## config.mk

```make
export PLATFORM = sky130hd
export DESIGN_NAME = ga_selection_unit
export DESIGN_NICKNAME = d
export VERILOG_FILES = /design/src/rtl/ga_rtl_pkg.sv /design/src/rtl/ga_lfsr.sv /design/src/rtl/ga_selection_unit.sv
export SDC_FILE = /design/constraint.sdc
export NUM_CORES = 1
export LEC_CHECK = 0
export ABC_AREA = 0
export CORE_ASPECT_RATIO = 0.5
export CORE_MARGIN = 5
export CORE_UTILIZATION = 45
export CTS_CLUSTER_DIAMETER = 30
export DETAILED_ROUTE_END_ITERATION = 7
export GPL_TIMING_DRIVEN = 0
export HOLD_SLACK_MARGIN = 0.05
export PLACE_DENSITY = 0.72
export REMOVE_ABC_BUFFERS = 1
export SLEW_MARGIN = 10
export SYNTH_ARGS = -nofsm -noshare
export SYNTH_HDL_FRONTEND = slang
export SYNTH_SLANG_ARGS = --single-unit
```

## constraint.sdc

```tcl
create_clock -name CLK -period 11.08 [get_ports CLK]
set_clock_uncertainty 0.2 [all_clocks]
set_input_delay 2.216 -clock CLK [delete_from_list [all_inputs] [get_ports CLK]]
set_output_delay 2.216 -clock CLK [all_outputs]
set_load 0.02 [all_outputs]
```

## src/rtl/ga_rtl_pkg.sv

```systemverilog
// Shared types and constants for the GA parent-selection datapath.
package ga_rtl_pkg;

    // Selection scheme requested with each draw.
    typedef logic [0:0] selection_t;
    localparam selection_t SEL_PROPORTIONATE = 1'b0;
    localparam selection_t SEL_RANK          = 1'b1;

    // Selection FSM encoding; exported on the debug port as well.
    typedef logic [2:0] sel_state_t;
    localparam sel_state_t ST_IDLE  = 3'd0;
    localparam sel_state_t ST_LOAD  = 3'd1;
    localparam sel_state_t ST_READY = 3'd2;
    localparam sel_state_t ST_DRAW  = 3'd3;
    localparam sel_state_t ST_SCAN  = 3'd4;
    localparam sel_state_t ST_OUT   = 3'd5;

    // Galois feedback taps for the 16-bit maximal-length LFSR.
    localparam logic [15:0] LFSR_TAPS = 16'hB400;

endpackage

```

## src/rtl/ga_lfsr.sv

```systemverilog
// 16-bit Galois LFSR; advances one step per cycle while ADV is high.
module ga_lfsr
    import ga_rtl_pkg::*;
#(
    parameter logic [15:0] SEED = 16'hACE1
) (
    input  logic        CLK,
    input  logic        RESET_N,
    input  logic        ADV,
    output logic [15:0] VALUE
);

    // Shift right, folding the outgoing LSB back through the tap mask.
    always_ff @(posedge CLK or negedge RESET_N) begin
        if (!RESET_N) begin
            VALUE <= SEED;
        end else if (ADV) begin
            VALUE <= {1'b0, VALUE[15:1]} ^ (VALUE[0] ? LFSR_TAPS : 16'h0000);
        end
    end

endmodule

```

## src/rtl/ga_selection_unit.sv

```systemverilog
// Parent-selection stage: stores one population's fitness values, then
// serves roulette-wheel or rank selections, one index per request.
//
// Handshakes: a transfer happens on a rising edge where valid and ready are
// both high (LOAD_VLD/LOAD_RDY, SEL_REQ/SEL_RDY, SEL_VLD/SEL_DST_RDY). SEL_VLD
// and SEL_IDX hold steady until accepted; LOAD_VLD has priority over SEL_REQ.
module ga_selection_unit
    import ga_rtl_pkg::*;
#(
    parameter int          POP_SIZE = 16,
    parameter int          FIT_W    = 16,
    parameter int          RND_W    = 16,
    parameter logic [15:0] SEED     = 16'hACE1,
    localparam int         IDX_W    = $clog2(POP_SIZE),
    localparam int         WT_W     = FIT_W + IDX_W + 1
) (
    input  logic             CLK,
    input  logic             RESET_N,
    input  logic             LOAD_VLD,
    input  logic [FIT_W-1:0] LOAD_FIT,
    input  logic             LOAD_LAST,
    output logic             LOAD_RDY,
    output logic             POP_VALID,
    output logic [IDX_W:0]   POP_CNT,
    input  logic             SEL_REQ,
    input  logic             SEL_MODE,
    output logic             SEL_RDY,
    output logic             SEL_VLD,
    output logic [IDX_W-1:0] SEL_IDX,
    input  logic             SEL_DST_RDY,
    output sel_state_t       DBG_STATE,
    output logic [WT_W-1:0]  DBG_TOTAL
);

    localparam logic [IDX_W:0] POP_MAX = (IDX_W + 1)'(POP_SIZE);

    sel_state_t       state;
    logic [FIT_W-1:0] fit [POP_SIZE];
    logic [WT_W-1:0]  total;
    logic [WT_W-1:0]  thr;
    logic [WT_W-1:0]  acc;
    logic [IDX_W-1:0] scan_idx;
    selection_t       mode_q;
    logic [RND_W-1:0] rnd;

    logic             in_load;
    logic             load_fire;
    logic [IDX_W-1:0] wr_idx;
    logic [WT_W-1:0]  rank_tot;
    logic [WT_W-1:0]  w_tot;
    logic [WT_W-1:0]  thr_d;
    logic [IDX_W-1:0] zero_idx;
    logic [WT_W-1:0]  w_cur;
    logic [WT_W-1:0]  acc_next;
    logic             scan_last;

    ga_lfsr #(.SEED(SEED)) u_lfsr (
        .CLK     (CLK),
        .RESET_N (RESET_N),
        .ADV     (state == ST_DRAW),
        .VALUE   (rnd)
    );

    // Handshake readiness and the draw/scan arithmetic.
    always_comb begin
        in_load   = (state == ST_IDLE) || (state == ST_LOAD);
        LOAD_RDY  = (state == ST_READY) || (in_load && (POP_CNT != POP_MAX));
        load_fire = LOAD_VLD && LOAD_RDY;
        // A load arriving in READY restarts the population at index 0.
        wr_idx    = (state == ST_READY) ? '0 : POP_CNT[IDX_W-1:0];
        SEL_RDY   = (state == ST_READY) && !LOAD_VLD;
        SEL_VLD   = (state == ST_OUT);
        rank_tot  = (WT_W'(POP_CNT) * (WT_W'(POP_CNT) + WT_W'(1))) >> 1;
        w_tot     = (mode_q == SEL_RANK) ? rank_tot : total;
        // Scale the random word into [0, w_tot).
        thr_d     = WT_W'(({{WT_W{1'b0}}, rnd} * {{RND_W{1'b0}}, w_tot}) >> RND_W);
        zero_idx  = IDX_W'(({{(IDX_W + 1){1'b0}}, rnd} * {{RND_W{1'b0}}, POP_CNT}) >> RND_W);
        w_cur     = (mode_q == SEL_RANK) ? (WT_W'(scan_idx) + WT_W'(1))
                                         : WT_W'(fit[scan_idx]);
        acc_next  = acc + w_cur;
        scan_last = ({1'b0, scan_idx} == (POP_CNT - 1'b1));
        DBG_STATE = state;
        DBG_TOTAL = total;
    end

    // Fitness register file, written on every accepted load word.
    always_ff @(posedge CLK) begin
        if (load_fire) begin
            fit[wr_idx] <= LOAD_FIT;
        end
    end

    // Selection FSM with population bookkeeping.
    always_ff @(posedge CLK or negedge RESET_N) begin
        if (!RESET_N) begin
            state     <= ST_IDLE;
            POP_CNT   <= '0;
            POP_VALID <= 1'b0;
            total     <= '0;
            thr       <= '0;
            acc       <= '0;
            scan_idx  <= '0;
            mode_q    <= SEL_PROPORTIONATE;
            SEL_IDX   <= '0;
        end else begin
            case (state)
                ST_IDLE, ST_LOAD: begin
                    if (load_fire) begin
                        POP_CNT <= POP_CNT + 1'b1;
                        total   <= total + WT_W'(LOAD_FIT);
                        if (LOAD_LAST) begin
                            state     <= ST_READY;
                            POP_VALID <= 1'b1;
                        end else begin
                            state <= ST_LOAD;
                        end
                    end
                end
                ST_READY: begin
                    if (LOAD_VLD) begin
                        POP_CNT   <= (IDX_W + 1)'(1);
                        total     <= WT_W'(LOAD_FIT);
                        POP_VALID <= LOAD_LAST;
                        state     <= LOAD_LAST ? ST_READY : ST_LOAD;
                    end else if (SEL_REQ) begin
                        mode_q <= selection_t'(SEL_MODE);
                        state  <= ST_DRAW;
                    end
                end
                ST_DRAW: begin
                    acc      <= '0;
                    scan_idx <= '0;
                    thr      <= thr_d;
                    if (w_tot == '0) begin
                        SEL_IDX <= zero_idx;
                        state   <= ST_OUT;
                    end else begin
                        state <= ST_SCAN;
                    end
                end
                ST_SCAN: begin
                    acc <= acc_next;
                    if ((thr < acc_next) || scan_last) begin
                        SEL_IDX <= scan_idx;
                        state   <= ST_OUT;
                    end else begin
                        scan_idx <= scan_idx + 1'b1;
                    end
                end
                ST_OUT: begin
                    if (SEL_DST_RDY) begin
                        state <= ST_READY;
                    end
                end
                default: state <= ST_IDLE;
            endcase
        end
    end

endmodule

```

Word-level counts from Yosys, hierarchy flattened
Memories as Yosys holds them, arrays and structs flattened.
Cells that the tools add are included.
W data, S select, Z words.

operators by class
  $add $sub $neg = 7
  multipliers = 3
  divide/modulo/power cells = 0
  magnitude comparators = 1
  equal/unequal tests = 15
  shift-type cells = 0
  mux-type cells = 30
  bitwise operators = 2
  reduce and logical (&&, ||, !) cells = 18

operators by type and width
  kind                   count
  $pmux W21 S2           2
  $mux W21               3
  $add A21 B16 Y21       2
  $mul A16 B21 Y37       1
  $mux W16               2
  $logic_not A21 Y1      1
  $lt A21 B21 Y1         1
  $mul A16 B5 Y20        1
  $mux W4                4
  $pmux W4 S2            2
  $xor A15 B16 Y16       1
  $mux W3                5
  $pmux W3 S5            1
  $ne A2 B2 Y1 const B   6
  $mul A5 B6 Y11         1
  $mux W5                2
  $pmux W5 S2            1
  $reduce_and A3 Y1      3
  $reduce_and A4 Y1      2
  $add A5 B1 Y6 const B  1
  $eq A3 B2 Y1 const B   2
  $eq A3 B3 Y1 const B   2
  $mux W1                6
  $add A4 B1 Y5 const B  1
  18 further kinds       23

word-level totals
  bits in registers = 97
  latch bits = 0
  bits in writable memories = 256
  ROM bits = 0
  input port bits = 23
  memories kept = 1

memories
  name  words  width  rd ports  clocked after memory_dff  wr ports  line                     RTL
  fit   16     16     1         0                         1         ga_selection_unit.sv:38  logic [FIT_W-1:0] fit [POP_SIZE];

Logic depth before layout (Yosys ltp)
Gate-level depths: netlist (run 1).

  depth after elaboration = 7
  depth in mapped cells = 38
  depth with buffers taken out = 37

By module
Synthesis (run 1) repeated with hierarchy kept, for this count alone.

unflattened totals
  cell total of the unflattened synthesis = 2656
  area total of the unflattened synthesis = 29455.8 µm²

modules (own cells, without submodules)
  module             times used  cells an instance  area each (µm²)
  ga_selection_unit  1           2616               28800.1
  ga_lfsr            1           40                 655.6

Worst setup path after synthesis (run 1)
Ideal clock, no wire load.

  path kind = flip-flop to flip-flop
  start point = register POP_CNT[0]
  end point = register thr[18]
  setup time = 122 ps
  data arrival time = 9881 ps
  data required time = 10758 ps
  slack = 877 ps
  stages on the path, launching flop included = 37
  cell sequence = dfrtp_1 -> clkbuf_1 -> clkbuf_1 -> nand3_1 -> ha_1 -> nor2b_1 -> fa_1 -> fa_1 -> inv_1 -> fa_1 -> inv_1 -> ha_1 -> o21a_1 -> a2111oi_1 -> nor2_1 -> o311ai_1 -> clkbuf_1 -> and2_1 -> fa_1 -> inv_1 -> fa_1 -> fa_1 -> inv_1 -> fa_1 -> fa_1 -> inv_1 -> fa_1 -> inv_1 -> ha_1 -> a21oi_1 -> o21a_1 -> a2bb2oi_1 -> a21oi_1 -> o21ai_1 -> a41oi_1 -> or3_1 -> a32o_1

on the way
  word-level cells in the longest chain between the ends = 4

ends and longest elaborated chain
  what                    line                      RTL
  from (decl)             ga_selection_unit.sv:24   output logic [IDX_W:0] POP_CNT,
  from (signal assigned)  ga_selection_unit.sv:109  POP_CNT <= POP_CNT + 1'b1;
  from (signal assigned)  ga_selection_unit.sv:121  POP_CNT <= (IDX_W + 1)'(1);
  $add A5 B1 Y6           ga_selection_unit.sv:73   rank_tot = (WT_W'(POP_CNT) * (WT_W'(POP_CNT) + WT_W'(1))) >> 1;
  $mul A5 B6 Y11 (*)      ga_selection_unit.sv:73
  $mux W21 (*)            ga_selection_unit.sv:74   w_tot = (mode_q == SEL_RANK) ? rank_tot : total;
  $mul A16 B21 Y37 (*)    ga_selection_unit.sv:76   thr_d = WT_W'(({{WT_W{1'b0}}, rnd} * {{RND_W{1'b0}}, w_tot}) >> RND_W);
  to (signal assigned)    ga_selection_unit.sv:133  thr <= thr_d;
  to (decl)               ga_selection_unit.sv:40   logic [WT_W-1:0] thr;

Mark *: on every way between the ends. The rest lies on a longest branch, timed or not.
A chain may end at the register's enable or synchronous reset.

Worst setup path after layout (run 1)
  start point = register POP_CNT[1]
  end point = register thr[18]

The elaborated chain is that of the path after synthesis.

==> impl_metrics.env, run 1 <==
export IMPL_outcome="completed"
export IMPL_ir_worst_vdd_mv=0.138
export IMPL_setup_viol=0
export IMPL_tns_ps=0
export IMPL_synth_area_mm2=0.0298
export IMPL_cts_buffers=69
export IMPL_p_per_area_mw_per_mm2=171
export IMPL_synth_area_per_cell_um2=10.7
export IMPL_layout_setup_ws_ps=469
export IMPL_maxCapViolCount=0
export IMPL_critical_path_class="register to register"
export IMPL_clk_path_buf_depth=3
export IMPL_num_rows=66
export IMPL_grt_pass1_vias=22500
export IMPL_fmax_ghz=0.0942
export IMPL_route_detailed_drc=0
export IMPL_ys_warn_count=0
export IMPL_nets=3360
export IMPL_crit_slowest_cell="dfrtp_4"
export IMPL_syn_inst=2774
export IMPL_cts_tree="built"
export IMPL_tightest_slew_ps=1260
export IMPL_critPathCaptureType="register"
export IMPL_required_ps=11350
export IMPL_p_leak_nw=14.9
export IMPL_async_flop_share_pct=27.5
export IMPL_core_area_mm2=0.0653
export IMPL_grt_pass1_wl_um=125000
export IMPL_final_max_slew_viol_count=0
export IMPL_synth_top_cell_by_area="edfxtp_1"
export IMPL_wire_per_inst_um=21.0
export IMPL_grt_setup_unrepaired="no"
export IMPL_clock_latency_ps=610
export IMPL_pwr_share_comb_pct=34.2
export IMPL_hold_worst_slack_ps=285
export IMPL_htreeDepth=3
export IMPL_cpMostUsedCell="fa_1"
export IMPL_clockPowerShare_pct=35.3
export IMPL_ys_seq_area_share_pct=34.0
export IMPL_p_total_mw=5.83
export IMPL_viasPerCell=5.70
export IMPL_clk_pin_slew_ps=50
export IMPL_crit_arrival_ps=10890
export IMPL_die_w_um=374
export IMPL_crit_fanout=16
export IMPL_grt_ovfl_total=0
export IMPL_power_frac_seq_pct=30.5
export IMPL_p_int_mw=3.54
export IMPL_grt_usage_pct=22.2
export IMPL_r2r_cells=32
export IMPL_drt_iter0_markers=1783
export IMPL_synth_cell_types=76
export IMPL_final_area_mm2=0.0341
export IMPL_dpl_hpwl_um=54600
export IMPL_fill_cells=5542
export IMPL_relSlewSlack_pct=16.0
export IMPL_initial_utilization_pct=45.6
export IMPL_whs_path_depth=2
export IMPL_ctsRootBufferMaster="clkbuf_16"
export IMPL_die_height_um=192
export IMPL_p_sw_mw=2.29
export IMPL_cts_hold_buffers=0
export IMPL_hold_class="register to register"
export IMPL_syn_to_final_growth_pct=14.5
export IMPL_multi_input_area_mm2=0.0179
export IMPL_vias=21400
export IMPL_ys_seq_elements=353
export IMPL_grt_max_degree=70
export IMPL_synth_enable_flop_cells=256
export IMPL_synth_top_area_share_pct=25.8
export IMPL_place_ws_ps=-1470
export IMPL_first_pass_iters=5
export IMPL_postRouteAntennaNets=0
export IMPL_seq_area_mm2=0.0101
export IMPL_numClockSinks=353
export IMPL_place_gp_congestion=0.883
export IMPL_fin_crit_sh_pct=95.8
export IMPL_critical_path_startpoint_type="register"
export IMPL_synth_area_leaders="edfxtp_1 (26%), fa_1 (21%), ha_1 (8.8%)"
export IMPL_die_area_mm2=0.0718
export IMPL_min_period_ps=10610
export IMPL_drt_total_wl_um=78900
export IMPL_switching_share_pct=39.3
export IMPL_synth_main_ff_cell="edfxtp_1"
export IMPL_hold_violations=0
export IMPL_drive_above_1_share_pct=11.1
export IMPL_placed_area_mm2=0.0317
export IMPL_io_pins=60
export IMPL_port_buffers=59
export IMPL_antenna_found_initial=1
export IMPL_max_stage_delay_ps=580
==> cell usage after synthesis, types with 11 or more instances <==
cell      count
o31ai_1      11
a31oi_1      18
nand3_1      35
nand4_1      17
dfrtp_1      89
xor2_1       19
nand2b_1     20
o21ai_1      19
or3_1        13
nor2b_1      42
xnor2_1      38
clkbuf_1    130
a21oi_1      71
and3_1       11
ha_1        210
mux4_2       74
fa_1        317
a211oi_1     15
o21ai_0      87
and2_1      170
edfxtp_1    256
nand2_1     413
nor3_1       35
a21o_1       38
mux2i_1      11
inv_1       386
nor2_1       89
==> area by class of cell <==
type	instances	share of cell area, %
Tap cell	884	3.24
Sequential cell	353	29.7
Multi-Input combinational cell	1892	52.3
Inverter	386	4.24
Clock inverter	53	1.69
Antenna cell	1	0.00733
Clock buffer	73	5.13
Timing Repair Buffer	108	3.66
==> metal layers <==
layer | GRT usage [%] | vias up | share of wire, %
li1 | - | 9356 | -
met1 | 29.1 | 10900 | 40
met2 | 36.5 | 972 | 47
met3 | 5.38 | 196 | 9.6
met4 | 8.16 | 0 | 3.4
met5 | 0 | - | 0
==> flip-flops by register name (all words and copies together), names as in the netlist <==
| register | flops |
|---|---|
| u_lfsr.VALUE | 16 |
| POP_VALID | 1 |
| mode_q | 1 |
| DBG_STATE | 3 |
| thr | 21 |
| acc | 21 |
| POP_CNT | 5 |
| SEL_IDX | 4 |
| scan_idx | 4 |
| DBG_TOTAL | 21 |
| fit | 256 |
==> worst paths after layout <==
path                                        startpoint                          end  slack, ps
worst max-delay path            POP_CNT[1]$_DFFE_PN0P_          thr[18]$_DFFE_PN0P_        470
worst min-delay path                thr[0]$_DFFE_PN0P_           thr[0]$_DFFE_PN0P_        280
worst max register to register  POP_CNT[1]$_DFFE_PN0P_          thr[18]$_DFFE_PN0P_        470
worst min register to register      thr[0]$_DFFE_PN0P_           thr[0]$_DFFE_PN0P_        280
max in group asynchronous                      RESET_N  u_lfsr.VALUE[5]$_DFFE_PN1P_       8700
min in group asynchronous                      RESET_N        POP_VALID$_DFFE_PN0P_       1290
==> worst max-delay path, delay by kind of cell, from the launching register on <==
family,cells,cell delay (ps)
fa+ha+maj,12,5710
compound gates,10,2620
flops,1,580
simple gates,4,680
buf+inv,6,670
==> per-stage QoR <==
stage          cells  util [%]
3_5_place_dp    3617      48.5
4_1_cts         3747      52.2
2_1_floorplan   2631         -
6_report        3750      52.3
3_3_place_gp    3574      47.4
5_1_grt         3750      52.3
==> power groups by stage <==
stage | sequential, mW | combinational [mW] | clock, mW
after global placement | 1.79 | 1.70 | 0
after floorplan | 1.76 | 1.02 | 0
after global routing | 1.79 | 2.15 | 2.15
after CTS | 1.79 | 1.92 | 2.08
final | 1.78 | 1.99 | 2.06
after detailed placement | 1.80 | 1.88 | 0
==> cell families after synthesis <==
logic type / count (synthesis) / share of synthesized area [%]
AOI/OAI and AO/OA: 344 / 7.36
xor gates and xnor gates: 57 / 1.68
adders and majority gates: 527 / 30.1
buffers and inverters: 529 / 6.68
DFF: 353 / 34.0
muxes: 94 / 6.36
and+or+nand+nor: 870 / 13.9
==> placed cells by master, fill, tap and decap left out, types with 17 or more instances in the layout <==
cell type,Yosys,layout
fa_1,317,317
nand2_1,413,412
mux4_2,74,74
inv_1,386,385
o21ai_1,19,18
edfxtp_1,256,256
o21ai_0,87,86
clkdlybuf4s50_1,0,58
a21o_1,38,38
xor2_1,19,19
and2_1,170,170
dfrtp_1,89,79
nor2_1,89,77
clkbuf_16,0,69
a31oi_1,18,18
nand4_1,17,17
nor2b_1,42,30
nand3_1,35,35
nor3_1,35,30
xnor2_1,38,38
nand2b_1,20,20
ha_1,210,209
a21oi_1,71,69
buf_8,0,20
==> what timing repair did <==
action                                  CTS  global route
endpoints found under the setup margin   21            20
gates resized for setup                   7             7
buffers inserted                          4             2
cloned                                    0             0
No activity file was read; power rests on OpenSTA's default activity.
==> inputs of run 2 (changes only) <==
Settings changed: CTS_BUF_LIST from default to sky130_fd_sc_hd__clkbuf_8.
==> run 2 against run 1 <==
  * Count of clock-buffer cells in the layout increased by 1
  * Global-route usage fell by 0.48 points
  * Critical endpoint unchanged
  * Critical path depth shrank 2
  * Die area unchanged
==> impl_metrics.env, run 2 (synthesis gave the netlist of run 1 again) <==
export IMPL_tns_ps=0
export IMPL_clk_path_buf_depth=3
export IMPL_viasPerCell=5.66
export IMPL_relSlewSlack_pct=14.5
export IMPL_wire_per_inst_um=20.5
export IMPL_htreeDepth=3
export IMPL_vias=21200
export IMPL_route_detailed_drc=0
export IMPL_core_area_mm2=0.0653
export IMPL_met3_usage_pct=4.76
export IMPL_tightest_slew_ps=1280
export IMPL_ctsRootBufferMaster="clkbuf_8"
export IMPL_met2_usage_pct=35.9
export IMPL_min_period_ps=10670
export IMPL_hold_class="register to register"
export IMPL_largest_register_ffs=256
export IMPL_syn_to_final_growth_pct=11.5
export IMPL_grt_pass1_wl_um=122000
export IMPL_p_total_mw=5.09
export IMPL_largest_register="fit"
export IMPL_die_height_um=192
export IMPL_r2r_end="thr[18]$_DFFE_PN0P_"
export IMPL_port_buffers=59
export IMPL_final_common_cell="nand2_1"
export IMPL_dpl_hpwl_um=54600
export IMPL_min_from="thr[0]$_DFFE_PN0P_"
export IMPL_maxCapViolCount=0
export IMPL_p_leak_nw=14.5
export IMPL_antenna_found_initial=4
export IMPL_grt_usage_pct=21.8
export IMPL_postRouteAntennaNets=0
export IMPL_cts_tree="built"
export IMPL_grt_use_met1_pct=28.6
export IMPL_initial_utilization_pct=45.6
export IMPL_setup_viol=0
export IMPL_nets=3362
export IMPL_num_rows=66
export IMPL_p_per_area_mw_per_mm2=153
export IMPL_r2r_slack_ps=410
export IMPL_max_stage_delay_ps=930
export IMPL_crit_fanout=17
export IMPL_fill_cells=5668
export IMPL_reg2reg_from="POP_CNT[1]$_DFFE_PN0P_"
export IMPL_top_usage_layer="met2"
export IMPL_final_cell_mix="nand2_1 (412), inv_1 (396), fa_1 (317)"
export IMPL_crit_arrival_ps=10980
export IMPL_cts_buffers=71
export IMPL_fin_crit_sh_pct=96.3
export IMPL_drive_above_1_share_pct=10.7
export IMPL_placed_area_mm2=0.0317
export IMPL_worstHoldEndpoint="thr[0]$_DFFE_PN0P_"
export IMPL_io_pins=60
export IMPL_cts_hold_buffers=0
export IMPL_final_area_mm2=0.0332
export IMPL_drt_total_wl_um=77000
export IMPL_critPathCaptureType="register"
export IMPL_hold_violations=0
export IMPL_crit_slowest_cell="a22o_1"
export IMPL_drt_iter0_markers=1800
export IMPL_hold_worst_slack_ps=279
export IMPL_seq_area_mm2=0.0101
export IMPL_r2r_cells=30
export IMPL_final_max_slew_viol_count=0
export IMPL_multi_input_area_mm2=0.0179
export IMPL_clock_latency_ps=640
export IMPL_die_w_um=374
export IMPL_ir_worst_vdd_mv=0.135
export IMPL_clk_pin_slew_ps=60
export IMPL_place_gp_congestion=0.883
export IMPL_required_ps=11390
export IMPL_critical_path_class="register to register"
export IMPL_cpMostUsedCell="fa_1"
export IMPL_critical_path_startpoint_type="register"
export IMPL_grt_pass1_vias=22300
export IMPL_grt_max_degree=70
export IMPL_outcome="completed"
export IMPL_grt_setup_unrepaired="no"
export IMPL_fmax_ghz=0.0938
export IMPL_grt_ovfl_total=0
export IMPL_first_pass_iters=5
export IMPL_numClockSinks=353
export IMPL_whs_path_depth=2
export IMPL_die_area_mm2=0.0718
## run 2: worst max path at each step
stage | from | end | slack, ps | cells past startpoint
5_1_grt | POP_CNT[1]$_DFFE_PN0P_ | thr[18]$_DFFE_PN0P_ | 30 | 30
2_1_floorplan | POP_CNT[0]$_DFFE_PN0P_ | thr[18]$_DFFE_PN0P_ | 490 | 32
3_5_place_dp | POP_CNT[0]$_DFFE_PN0P_ | thr[18]$_DFFE_PN0P_ | -1470 | 32
3_3_place_gp | POP_CNT[0]$_DFFE_PN0P_ | thr[20]$_DFFE_PN0P_ | -3700 | 31
4_1_cts | POP_CNT[0]$_DFFE_PN0P_ | thr[18]$_DFFE_PN0P_ | 40 | 32
6_report | POP_CNT[1]$_DFFE_PN0P_ | thr[18]$_DFFE_PN0P_ | 410 | 30
## run 2: metal layers
layer | vias up | part of all wire [%]
met5 | - | 0.0091
met1 | 10800 | 41
li1 | 9355 | -
met3 | 192 | 9.0
met2 | 923 | 47
met4 | 2 | 3.3
## run 2: what timing repair did
action | in CTS | in global routing
endpoints found under the setup margin | 21 | 20
gates resized for setup | 7 | 7
setup buffers | 4 | 2
pin swaps | 0 | 0
endpoints found under the hold margin | 0 | 0
## run 2: final cells by class
cell class              instances  share of cell area [%]
diodes                          2                  0.0151
clock buffers                  74                    3.07
clock inverters                53                    1.19
inverters                     386                    4.36
multi-input cells            1892                    53.7
flip-flops and latches        353                    30.6
well taps                     884                    3.33
repair buffers                108                    3.75
## run 2: report_power, final
| part | internal, mW | switching, mW | total [mW] | leakage [nW] |
|---|---|---|---|---|
| Combinational | 0.696 | 1.28 | 1.98 | 10.2 |
| Sequential | 1.56 | 0.217 | 1.78 | 3.56 |
| Clock | 0.729 | 0.598 | 1.33 | 0.757 |
## run 2: worst max-delay path: cells and delay by family (launching register included)
kind | cells | cell delay [ps]
AND/OR/NAND/NOR | 3 | 640
adder cells (fa/ha/maj) | 12 | 5570
flip-flops | 1 | 570
buffers and inverters | 5 | 420
AO/OA/AOI/OAI | 10 | 3120
## run 2: per-stage QoR
stage,setup slack (ps),utilization [%],std cells
global route,25.8,50.9,3751
detailed placement,-1470,48.5,3617
floorplan,495,-,2631
global placement,-3700,47.4,3574
CTS,38.7,50.8,3748
finish,413,50.9,3752
